==> config.mk <==
export PLATFORM = sky130hd
export DESIGN_NAME = dmem_access_unit
export DESIGN_NICKNAME = d
export VERILOG_FILES = /design/src/rtl/dmem_access_unit.sv
export SDC_FILE = /design/constraint.sdc
export NUM_CORES = 1
export LEC_CHECK = 0
export BUFFER_PORTS_ARGS = -buffer_cell sky130_fd_sc_hd__buf_4
export CAP_MARGIN = 0
export CORE_ASPECT_RATIO = 0.75
export CORE_MARGIN = 10
export CORE_UTILIZATION = 44
export DETAILED_ROUTE_END_ITERATION = 12
export GPL_TIMING_DRIVEN = 0
export PLACE_DENSITY = 0.89
export SKIP_CTS_REPAIR_TIMING = 1
export SYNTH_ARGS = -nofsm -noshare
export SYNTH_HDL_FRONTEND = slang
export SYNTH_SLANG_ARGS = --single-unit
export TNS_END_PERCENT = 50
==> constraint.sdc <==
create_clock -name clk -period 1.5 [get_ports clk]
set_input_delay 0.3 -clock clk [delete_from_list [all_inputs] [get_ports clk]]
set_output_delay 0.3 -clock clk [all_outputs]
set_load 0.01 [all_outputs]
==> src/rtl/dmem_access_unit.sv <==
// MEM-stage data-access unit: handshaked variable-latency RAM access with lane alignment and load extension.
// Optional MISALIGN_TRAP_EN: misaligned half/word accesses trap for one cycle instead of rounding down.
module dmem_access_unit (
    input  logic        clk,
    input  logic        rstn,
    input  logic        MemRead_in,
    input  logic        MemWrite_in,
    input  logic [2:0]  funct3_in,
    input  logic [31:0] addr_in,
    input  logic [31:0] wdata_in,
    output logic        stall_o,
    output logic [31:0] Data_read_o,
    output logic        misalign_o,
    output logic        dmem_req_o,
    output logic        dmem_we_o,
    output logic [31:0] dmem_addr_o,
    output logic [3:0]  dmem_be_o,
    output logic [31:0] dmem_wdata_o,
    input  logic        dmem_ready_i,
    input  logic [31:0] dmem_rdata_i
);

    localparam int unsigned DW = 32;
    localparam int unsigned BW = DW / 8;

    typedef enum logic [1:0] {
        S_IDLE,
        S_REQ,
        S_RESP
`ifdef MISALIGN_TRAP_EN
        , S_ERR
`endif
    } state_t;

    state_t          state;
    logic [2:0]      lat_f3;
    logic [1:0]      lat_off;
    logic            access_c;
    logic            is_store_c;
    logic [BW-1:0]   be_c;
    logic [DW-1:0]   wdata_c;

    assign access_c   = MemRead_in || MemWrite_in;
    assign is_store_c = MemWrite_in;

    // Stall is combinational so the instruction is held in the same cycle it arrives.
    assign stall_o = rstn && (((state == S_IDLE) && access_c) || (state == S_REQ));

    // Store lane enables and lane-replicated data; loads always read the whole word.
    always_comb begin
        be_c    = {BW{1'b1}};
        wdata_c = wdata_in;
        if (is_store_c) begin
            case (funct3_in)
                3'b000: begin
                    be_c    = BW'(4'b0001 << addr_in[1:0]);
                    wdata_c = {4{wdata_in[7:0]}};
                end
                3'b001: begin
                    be_c    = addr_in[1] ? 4'b1100 : 4'b0011;
                    wdata_c = {2{wdata_in[15:0]}};
                end
                default: ;
            endcase
        end
    end

`ifdef MISALIGN_TRAP_EN
    logic half_c;
    logic misalign_c;
    assign half_c     = (funct3_in == 3'b001) || (!is_store_c && (funct3_in == 3'b101));
    assign misalign_c = (half_c && addr_in[0]) ||
                        ((funct3_in == 3'b010) && (addr_in[1:0] != 2'b00));
`else
    assign misalign_o = 1'b0;
`endif

    // Byte/half selection by offset, then sign or zero extension.
    function automatic logic [DW-1:0] load_extend(input logic [2:0] f3,
                                                  input logic [1:0] off,
                                                  input logic [DW-1:0] w);
        logic [7:0]  b;
        logic [15:0] h;
        b = w[{off, 3'b000} +: 8];
        h = off[1] ? w[31:16] : w[15:0];
        case (f3)
            3'b000:  load_extend = {{24{b[7]}}, b};
            3'b001:  load_extend = {{16{h[15]}}, h};
            3'b100:  load_extend = {24'h000000, b};
            3'b101:  load_extend = {16'h0000, h};
            default: load_extend = w;
        endcase
    endfunction

    always_ff @(posedge clk or negedge rstn) begin
        if (!rstn) begin
            state        <= S_IDLE;
            lat_f3       <= 3'b000;
            lat_off      <= 2'b00;
            Data_read_o  <= '0;
            dmem_req_o   <= 1'b0;
            dmem_we_o    <= 1'b0;
            dmem_addr_o  <= '0;
            dmem_be_o    <= '0;
            dmem_wdata_o <= '0;
`ifdef MISALIGN_TRAP_EN
            misalign_o   <= 1'b0;
`endif
        end else begin
            case (state)
                S_IDLE: begin
                    if (access_c) begin
`ifdef MISALIGN_TRAP_EN
                        if (misalign_c) begin
                            misalign_o <= 1'b1;
                            state      <= S_ERR;
                        end else
`endif
                        begin
                            lat_f3       <= funct3_in;
                            lat_off      <= addr_in[1:0];
                            dmem_we_o    <= is_store_c;
                            dmem_addr_o  <= {addr_in[31:2], 2'b00};
                            dmem_be_o    <= be_c;
                            dmem_wdata_o <= wdata_c;
                            dmem_req_o   <= 1'b1;
                            state        <= S_REQ;
                        end
                    end
                end
                S_REQ: begin
                    if (dmem_ready_i) begin
                        dmem_req_o <= 1'b0;
                        if (!dmem_we_o) begin
                            Data_read_o <= load_extend(lat_f3, lat_off, dmem_rdata_i);
                        end
                        state <= S_RESP;
                    end
                end
                S_RESP: begin
                    state <= S_IDLE;
                end
`ifdef MISALIGN_TRAP_EN
                S_ERR: begin
                    misalign_o <= 1'b0;
                    state      <= S_IDLE;
                end
`endif
                default: begin
                    state <= S_IDLE;
                end
            endcase
        end
    end

endmodule

==> flow_summary.ini, run 1 <==
[worst_setup_path]
worst-setup-path-type = reg -> out
path_buf_inv = 2
reg2reg_from = state[1]
worst-path-stages = 5
ff2ff_path_depth = 7
cp_cell_sequence = nor2_1 -> o21ai_2 -> buf_4 -> a21boi_2 -> buf_4
reg2reg_setup_slack_ns = -0.18
arrival_ns = 1.42
cpLargestDelayFamily = flip-flops
crit_slowest_cell = dfrtp_1
cp.required_ns = 1.20
cp_common_cell = buf_4
critPathCapture = stall_o
worstPathMaxFanout = 4
r2r-end = Data_read_o[31]
end_kind = primary output
max_stage_delay_ns = 0.40
cp-start-kind = register
crit_start = state[1]

[yosys]
yosys_warnings = 0
synth_top_family_by_area = multiplexers
synth-xor-area-share_pct = 0
netlist_area_sq_um = 5102
synth_area_leaders = dfrtp_1, mux2_1, mux2i_1
synth.distinct_cells = 38
synthAdderAreaFrac_pct = 0
syn_inst = 462
synth_compound_area_share_pct = 15.87
seq_area_frac_synth_pct = 52.48
synth-edff-count = 0
ys_ff_latch = 107
synthMuxAreaShare_pct = 17.75
syn_avg_cell_area_sq_um = 11.04
synth_area_leader_cell = dfrtp_1
synth-main-ff-cell = dfrtp_1
yosysMostFrequentCell = dfrtp_1
synthTopCellsByCount = dfrtp_1, nand2_1, o21ai_1, a21oi_1, mux2i_1
synth_async_sr_flop_share_pct = 100.0
synth_top_area_share_pct = 52.48
synth_simple_gate_area_share_pct = 9.858

[timing]
report.final.hold_viol_count = 36
layout_setup_ws_ns = -0.2175
final-setup-viol-count = 61
maxSlewHeadroom_pct = 63.17
max_freq_ghz = 0.5822
finalSetupTns_ns = -2.971
slew_viol_final = 0
period_share_pct = 114.5
skew_ns = 0.01110
hold_slack_ns = -0.1392
grt_setup_unrepaired = yes
worst_pin_slew_ns = 0.5524
min_period_ns = 1.718

[die]
initial_utilization_pct = 45.77
rows = 33
die_h_um = 113.3
core_sq_um = 11150
dieArea_sq_um = 16350
ios = 208
die_w_um = 144.3

[drt]
via_per_inst = 5.712
vias = 4867
dr.pass1.iters = 5
drc_errors = 0
met1_length_um = 6900
first_iter_violations = 374
met2_wirelength_um = 9121
highest_layer = met4
route.met3.wl_um = 2139
drt-total-wl_um = 18610
wl_per_cell_um = 21.85
ant_nets = 0

[global_route]
antenna_found_initial = 0
grt_pass1_vias = 4753
grt_max_degree = 109
track_usage_pct = 20.69
grt_overflow_total = 0
grt_pass1_wl_um = 26700

[clocking]
ctsHtreeMaxLevel = 3
clkSlewWorstSetupHoldPaths_ns = 0.07
cts_buffers = 9
cts_tree = done
clock_tree.root_cell = clkbuf_16
clk_latency_ns = 0.35
clock_sinks = 107
clock_path_buffers = 2

[placed_design]
dpl.hpwl_um = 13370
post-place-ws_ns = -0.6223
gp_congestion = 0.8950
placed_cells = 808
placed_area_sq_um = 6818
place.port_buffers = 204

[power_and_ir_drop]
p_seq_share_pct = 32.9
power_mw = 16.35
p_per_area_nw_per_um2 = 2133
power.internal_mw = 10.15
leakagePower_nw = 3.645
ir_drop_mv = 1.406
clockPowerShare_pct = 16.3
power_switching_mw = 6.198
swShare_pct = 37.91
p_comb_share_pct = 50.9

[finish]
utilization_pct = 68.75
design_area_sq_um = 7665
drive_gt1_share_pct = 47.19
stdcell_count = 852
diodes = 0
area_growth_pct = 50.22
finalNetCount = 811

[outcome]
outcome = finished, violations left
violations = hold timing, setup timing

[job]
cap_viol_max_count = 0

[min_path]
hold_class = in -> async
==> power by group through the flow <==
stage                     clock, mW  sequential [mW]  combinational [mW]
after global routing           2.85             5.55                8.94
after detailed placement          0             5.35                7.33
after CTS                      2.68             5.32                7.36
after floorplan                   0             5.83                3.15
after global placement            0             5.25                7.08
final                          2.66             5.37                8.32
==> logic make-up (layout without fill, tap and decap cells) <==
family	count (synthesis)	count (layout)
DFF	107	107
other	1	3
AOI/OAI and AO/OA	136	136
buffers and inverters	41	289
muxes	84	84
and+or+nand+nor	93	93
==> how the worst min path moves through the flow <==
stage | from | slack [ns] | endpoint
2_1_floorplan | rstn | 0.004 | Data_read_o[0]
3_3_place_gp | dmem_wdata_o[15] | 0.47 | dmem_wdata_o[15]
3_5_place_dp | dmem_wdata_o[11] | 0.48 | dmem_wdata_o[11]
4_1_cts | addr_in[28] | 0.15 | dmem_addr_o[28]
5_1_grt | rstn | -0.13 | lat_f3[2]
6_report | rstn | -0.14 | Data_read_o[4]
==> area by class of cell <==
type | instances | area (sq um)
multi-input cells | 316 | 2366
flip-flops and latches | 107 | 2680
fillers | 820 | 3483
plain buffers | 37 | 269.0
repair buffers | 232 | 1824
clock buffers | 11 | 252.7
inverters | 4 | 15.01
clock inverters | 5 | 82.58
well taps | 140 | 175.2
==> registers in the layout, summed over array words and instances, names as in the netlist <==
name	flops
Data_read_o	32
dmem_addr_o	30
dmem_be_o	4
dmem_req_o	1
dmem_wdata_o	32
dmem_we_o	1
lat_f3	3
lat_off	2
state	2
==> placed cells by master, fill, tap and decap left out, types with 4 or more instances in the layout <==
| cell type | instances |
|---|---|
| mux2i_1 | 29 |
| buf_4 | 226 |
| or3b_1 | 9 |
| a21oi_2 | 13 |
| mux2_2 | 21 |
| clkbuf_16 | 10 |
| nand3b_1 | 8 |
| o21ai_2 | 6 |
| o211ai_1 | 16 |
| buf_2 | 7 |
| a21oi_1 | 21 |
| clkbuf_1 | 5 |
| a21o_1 | 10 |
| o21ai_0 | 11 |
| clkbuf_2 | 6 |
| nor2_1 | 20 |
| nand2_1 | 44 |
| dfrtp_1 | 105 |
| buf_6 | 18 |
| mux2_1 | 31 |
| a2bb2oi_1 | 8 |
| a31oi_1 | 7 |
| o21ai_1 | 36 |
| inv_1 | 4 |
==> layer usage <==
metal | vias up | global-route usage, %
li1 | 2141 | -
met1 | 2406 | 24.10
met4 | 0 | 3.965
met2 | 279 | 34.47
met5 | - | 0
met3 | 41 | 9.444
Power figures use the tool's default switching activity.
==> inputs of run 2 (changes only) <==
--- a/config.mk
+++ b/config.mk
@@ -5,14 +5,14 @@
 export SDC_FILE = /design/constraint.sdc
 export NUM_CORES = 1
 export LEC_CHECK = 0
-export BUFFER_PORTS_ARGS = -buffer_cell sky130_fd_sc_hd__buf_4
 export CAP_MARGIN = 0
 export CORE_ASPECT_RATIO = 0.75
 export CORE_MARGIN = 10
-export CORE_UTILIZATION = 44
+export CORE_UTILIZATION = 50
 export DETAILED_ROUTE_END_ITERATION = 12
+export DONT_BUFFER_PORTS = 1
 export GPL_TIMING_DRIVEN = 0
-export PLACE_DENSITY = 0.89
+export PLACE_DENSITY = 0.8
 export SKIP_CTS_REPAIR_TIMING = 1
 export SYNTH_ARGS = -nofsm -noshare
 export SYNTH_HDL_FRONTEND = slang
==> flow_summary.ini, run 2 (same netlist as run 1, synthesis figures left out) <==
[timing]
min_period_ns = 1.622
report.final.hold_viol_count = 107
max_freq_ghz = 0.6165
slew_viol_final = 0
skew_ns = 0.01353
grt_setup_unrepaired = yes
layout_setup_ws_ns = -0.1221
period_share_pct = 108.1
hold_slack_ns = -0.3526
final-setup-viol-count = 28

[global_route]
antenna_found_initial = 0
grt_pass1_wl_um = 23680
grt_overflow_total = 0
track_usage_pct = 20.88
grt_max_degree = 109
grt_pass1_vias = 3938

[clocking]
clk_latency_ns = 0.35
ctsHtreeMaxLevel = 3
clkSlewWorstSetupHoldPaths_ns = 0.08
cts_buffers = 9
cts_tree = done
clock_path_buffers = 2
clock_tree.root_cell = clkbuf_16
clock_sinks = 107

[die]
core_sq_um = 9813
die_h_um = 107.5
initial_utilization_pct = 52.00
dieArea_sq_um = 14690
die_w_um = 136.6
ios = 208
rows = 31

[placed_design]
place.port_buffers = 0
dpl.hpwl_um = 12110
gp_congestion = 0.8355
placed_cells = 596

[worst_setup_path]
worst-setup-path-type = reg -> reg
max_stage_delay_ns = 0.46
arrival_ns = 1.89
end_kind = register
cp-start-kind = register
cp.required_ns = 1.77
crit_slowest_cell = dfrtp_2
cpLargestDelayFamily = simple AND/OR/NAND/NOR gates
worstPathMaxFanout = 5
path_buf_inv = 2
cp_cell_sequence = nand4bb_1 -> buf_6 -> nor3_4 -> buf_4 -> a21oi_1 -> o21ai_1

[drt]
via_per_inst = 6.126
wl_per_cell_um = 25.63
drc_errors = 0
first_iter_violations = 329
dr.pass1.iters = 5
drt-total-wl_um = 16250
vias = 3884
ant_nets = 0

[finish]
area_growth_pct = 17.34
drive_gt1_share_pct = 24.90
utilization_pct = 61.01
final_cell_mix = dfrtp_1, nand2_1, o21ai_1
finalNetCount = 601
layout_commonest_cell = dfrtp_1
largestRegisters = Data_read_o (32), dmem_wdata_o (32), dmem_addr_o (30)
stdcell_count = 634
diodes = 0

[power_and_ir_drop]
ir_drop_mv = 1.326
leakagePower_nw = 2.596
p_per_area_nw_per_um2 = 2277

[min_path]
hold_class = in -> async

[outcome]
violations = hold timing, setup timing
outcome = finished, violations left

[job]
cap_viol_max_count = 0
run 2: area by class of cell:
cell class              count  area (sq um)
flip-flops and latches    107          2681
well taps                 132         165.2
clock inverters             6         65.06
inverters                   4         15.01
plain buffers              37         282.8
clock buffers              10         229.0
multi-input cells         316          2361
fillers                   798          3826
repair buffers             22         187.7
run 2: worst paths after layout:
check	start	to	slack [ns]	cells after the start
hold / removal	rstn	Data_read_o[7]	-0.35	0
setup reg to reg	dmem_we_o	Data_read_o[31]	-0.12	6
hold reg to reg	dmem_wdata_o[17]	dmem_wdata_o[17]	0.57	2
setup / recovery	dmem_we_o	Data_read_o[31]	-0.12	6
min in group clk	dmem_ready_i	state[1]	0.06	2
max in group asynchronous	rstn	dmem_wdata_o[17]	1.71	0
run 2: metal layers:
metal  vias to the layer above  global-route usage, %  part of all wire [%]
li1                       1725                      -                     -
met1                      1920                  24.80                    37
met2                       216                  31.77                    47
met3                        23                  12.08                    15
met4                         0                  5.463                   1.3
met5                         -                      0                     0
run 2: where the power goes:
group / switching, mW / leakage, nW / internal, mW
combinational: 2.45 / 1.21 / 2.45
clock: 1.17 / 0.144 / 1.18
sequential: 2.02 / 1.25 / 4.36
total: 5.64 / 2.60 / 7.99
run 2: through the flow:
stage | worst slack [ns] | cell area, sq um | setup TNS [ns] | power [mW]
detailed placement | -0.3445 | 5276 | -15.71 | 10.37
finish | -0.1221 | 5987 | -2.028 | 13.63
CTS | -0.3952 | 5570 | -17.80 | 12.73
global placement | -0.3115 | 5276 | -11.99 | 10.08
global route | -0.1852 | 5987 | -3.881 | 14.45
floorplan | -0.01107 | 5111 | -0.01107 | 8.980
==> inputs of run 3 (changes only) <==
--- a/config.mk
+++ b/config.mk
@@ -13,7 +13,7 @@
 export DONT_BUFFER_PORTS = 1
 export GPL_TIMING_DRIVEN = 0
 export PLACE_DENSITY = 0.8
-export SKIP_CTS_REPAIR_TIMING = 1
+export SETUP_SLACK_MARGIN = 0.02
 export SYNTH_ARGS = -nofsm -noshare
 export SYNTH_HDL_FRONTEND = slang
 export SYNTH_SLANG_ARGS = --single-unit
==> flow_summary.ini, run 3 (same netlist as run 1, synthesis figures left out) <==
[outcome]
outcome = finished, violations left
violations = hold timing, setup timing

[clocking]
clock_tree.root_cell = clkbuf_16
cts_tree = done
clkSlewWorstSetupHoldPaths_ns = 0.08
clk_latency_ns = 0.35
clock_path_buffers = 2
clock_sinks = 107
cts_buffers = 9
ctsHtreeMaxLevel = 3

[power_and_ir_drop]
leakagePower_nw = 2.622
p_per_area_nw_per_um2 = 2281
ir_drop_mv = 1.561

[drt]
via_per_inst = 6.157
wl_per_cell_um = 25.25
vias = 3885
dr.pass1.iters = 5
drt-total-wl_um = 15930
ant_nets = 0
first_iter_violations = 294
drc_errors = 0

[timing]
period_share_pct = 107.7
final-setup-viol-count = 15
hold_slack_ns = -0.3592
finalSetupTns_ns = -0.5191
report.final.hold_viol_count = 107
max_freq_ghz = 0.6191
slew_viol_final = 0
skew_ns = 0.007420
layout_setup_ws_ns = -0.1151
grt_setup_unrepaired = yes
min_period_ns = 1.615

[die]
initial_utilization_pct = 52.00
rows = 31
ios = 208
dieArea_sq_um = 14690
core_sq_um = 9813
die_w_um = 136.6
die_h_um = 107.5

[placed_design]
place.port_buffers = 0
dpl.hpwl_um = 11990
gp_congestion = 0.8455

[global_route]
grt_pass1_vias = 3920
grt_pass1_wl_um = 23750
grt_max_degree = 109
track_usage_pct = 20.70
antenna_found_initial = 0
grt_overflow_total = 0

[job]
cap_viol_max_count = 0

[finish]
largestRegisters = Data_read_o (32), dmem_wdata_o (32), dmem_addr_o (30)
final_cell_mix = dfrtp_1, nand2_1, o21ai_1
drive_gt1_share_pct = 26.65
diodes = 0
layout_commonest_cell = dfrtp_1
finalNetCount = 598
area_growth_pct = 19.67

[worst_setup_path]
cpLargestDelayFamily = flip-flops
path_buf_inv = 1
cp-start-kind = register
max_stage_delay_ns = 0.45
end_kind = primary output
worstPathMaxFanout = 3
worst-setup-path-type = reg -> out
cp.required_ns = 1.20
arrival_ns = 1.32
crit_slowest_cell = dfrtp_2
cp_cell_sequence = nor2_4 -> o21ai_2 -> clkbuf_8 -> a21boi_4

[min_path]
hold_class = in -> async
==> run 3: cell count changes in the layout (fill, tap and decap cells not counted), sizes merged <==
cell / previous run / this run
bufinv: 0 / 1
clkinv: 2 / 0
clkbuf: 24 / 23
buf: 45 / 43
inv: 8 / 9
==> run 3: through the flow <==
step,setup WS [ns],cells,total power [mW],util (%),instance area (sq um)
4_1_cts,-0.1370,624,13.39,59.45,5834
6_report,-0.1151,631,13.93,62.22,6106
2_1_floorplan,0.008690,464,9.011,-,5124
5_1_grt,-0.1616,631,14.77,62.22,6106
3_5_place_dp,-0.3683,596,10.35,53.90,5289
3_3_place_gp,-0.3318,596,10.09,53.90,5289
==> run 3: what timing repair did <==
item                                    4_1_cts  5_1_grt
endpoints found under the setup margin       93       85
resized for setup                            43       61
setup buffers                                12        6
pin swaps                                    11       27
endpoints found under the hold margin       107      107
cloned                                        0        1
==> run 3: final timing paths <==
check                           slack, ns               to  depth (start not counted)             from
worst max-delay path                -0.12          stall_o                          4         state[0]
worst min-delay path                -0.36  Data_read_o[10]                          0             rstn
worst max register to register      -0.07   Data_read_o[6]                          6        lat_f3[0]
worst min register to register       0.57  dmem_addr_o[26]                          1  dmem_addr_o[26]
max in group asynchronous            1.64  Data_read_o[11]                          0             rstn
min in group clk                     0.05         state[0]                          1     dmem_ready_i
==> run 3: area by class of cell <==
type / instances / area [sq um]
repair buffers: 19 / 215.2
clock buffers: 10 / 229.0
fillers: 767 / 3707
clock inverters: 6 / 78.83
flip-flops and latches: 107 / 2684
plain buffers: 37 / 296.5
multi-input cells: 316 / 2422
inverters: 4 / 15.01
well taps: 132 / 165.2
==> run 3: layer usage <==
layer / wire length (um) / GRT usage (%) / up-vias
met3: 2257 / 11.89 / 26
li1: - / - / 1716
met5: 0 / 0 / -
met4: 317 / 6.070 / 0
met2: 7601 / 32.80 / 198
met1: 5757 / 23.29 / 1945
==> run 3: where the power goes <==
| part | internal, mW | total (mW) | leakage (nW) | switching, mW |
|---|---|---|---|---|
| logic | 2.59 | 5.06 | 1.23 | 2.47 |
| registers | 4.36 | 6.40 | 1.24 | 2.03 |
| clock network | 1.34 | 2.47 | 0.152 | 1.14 |
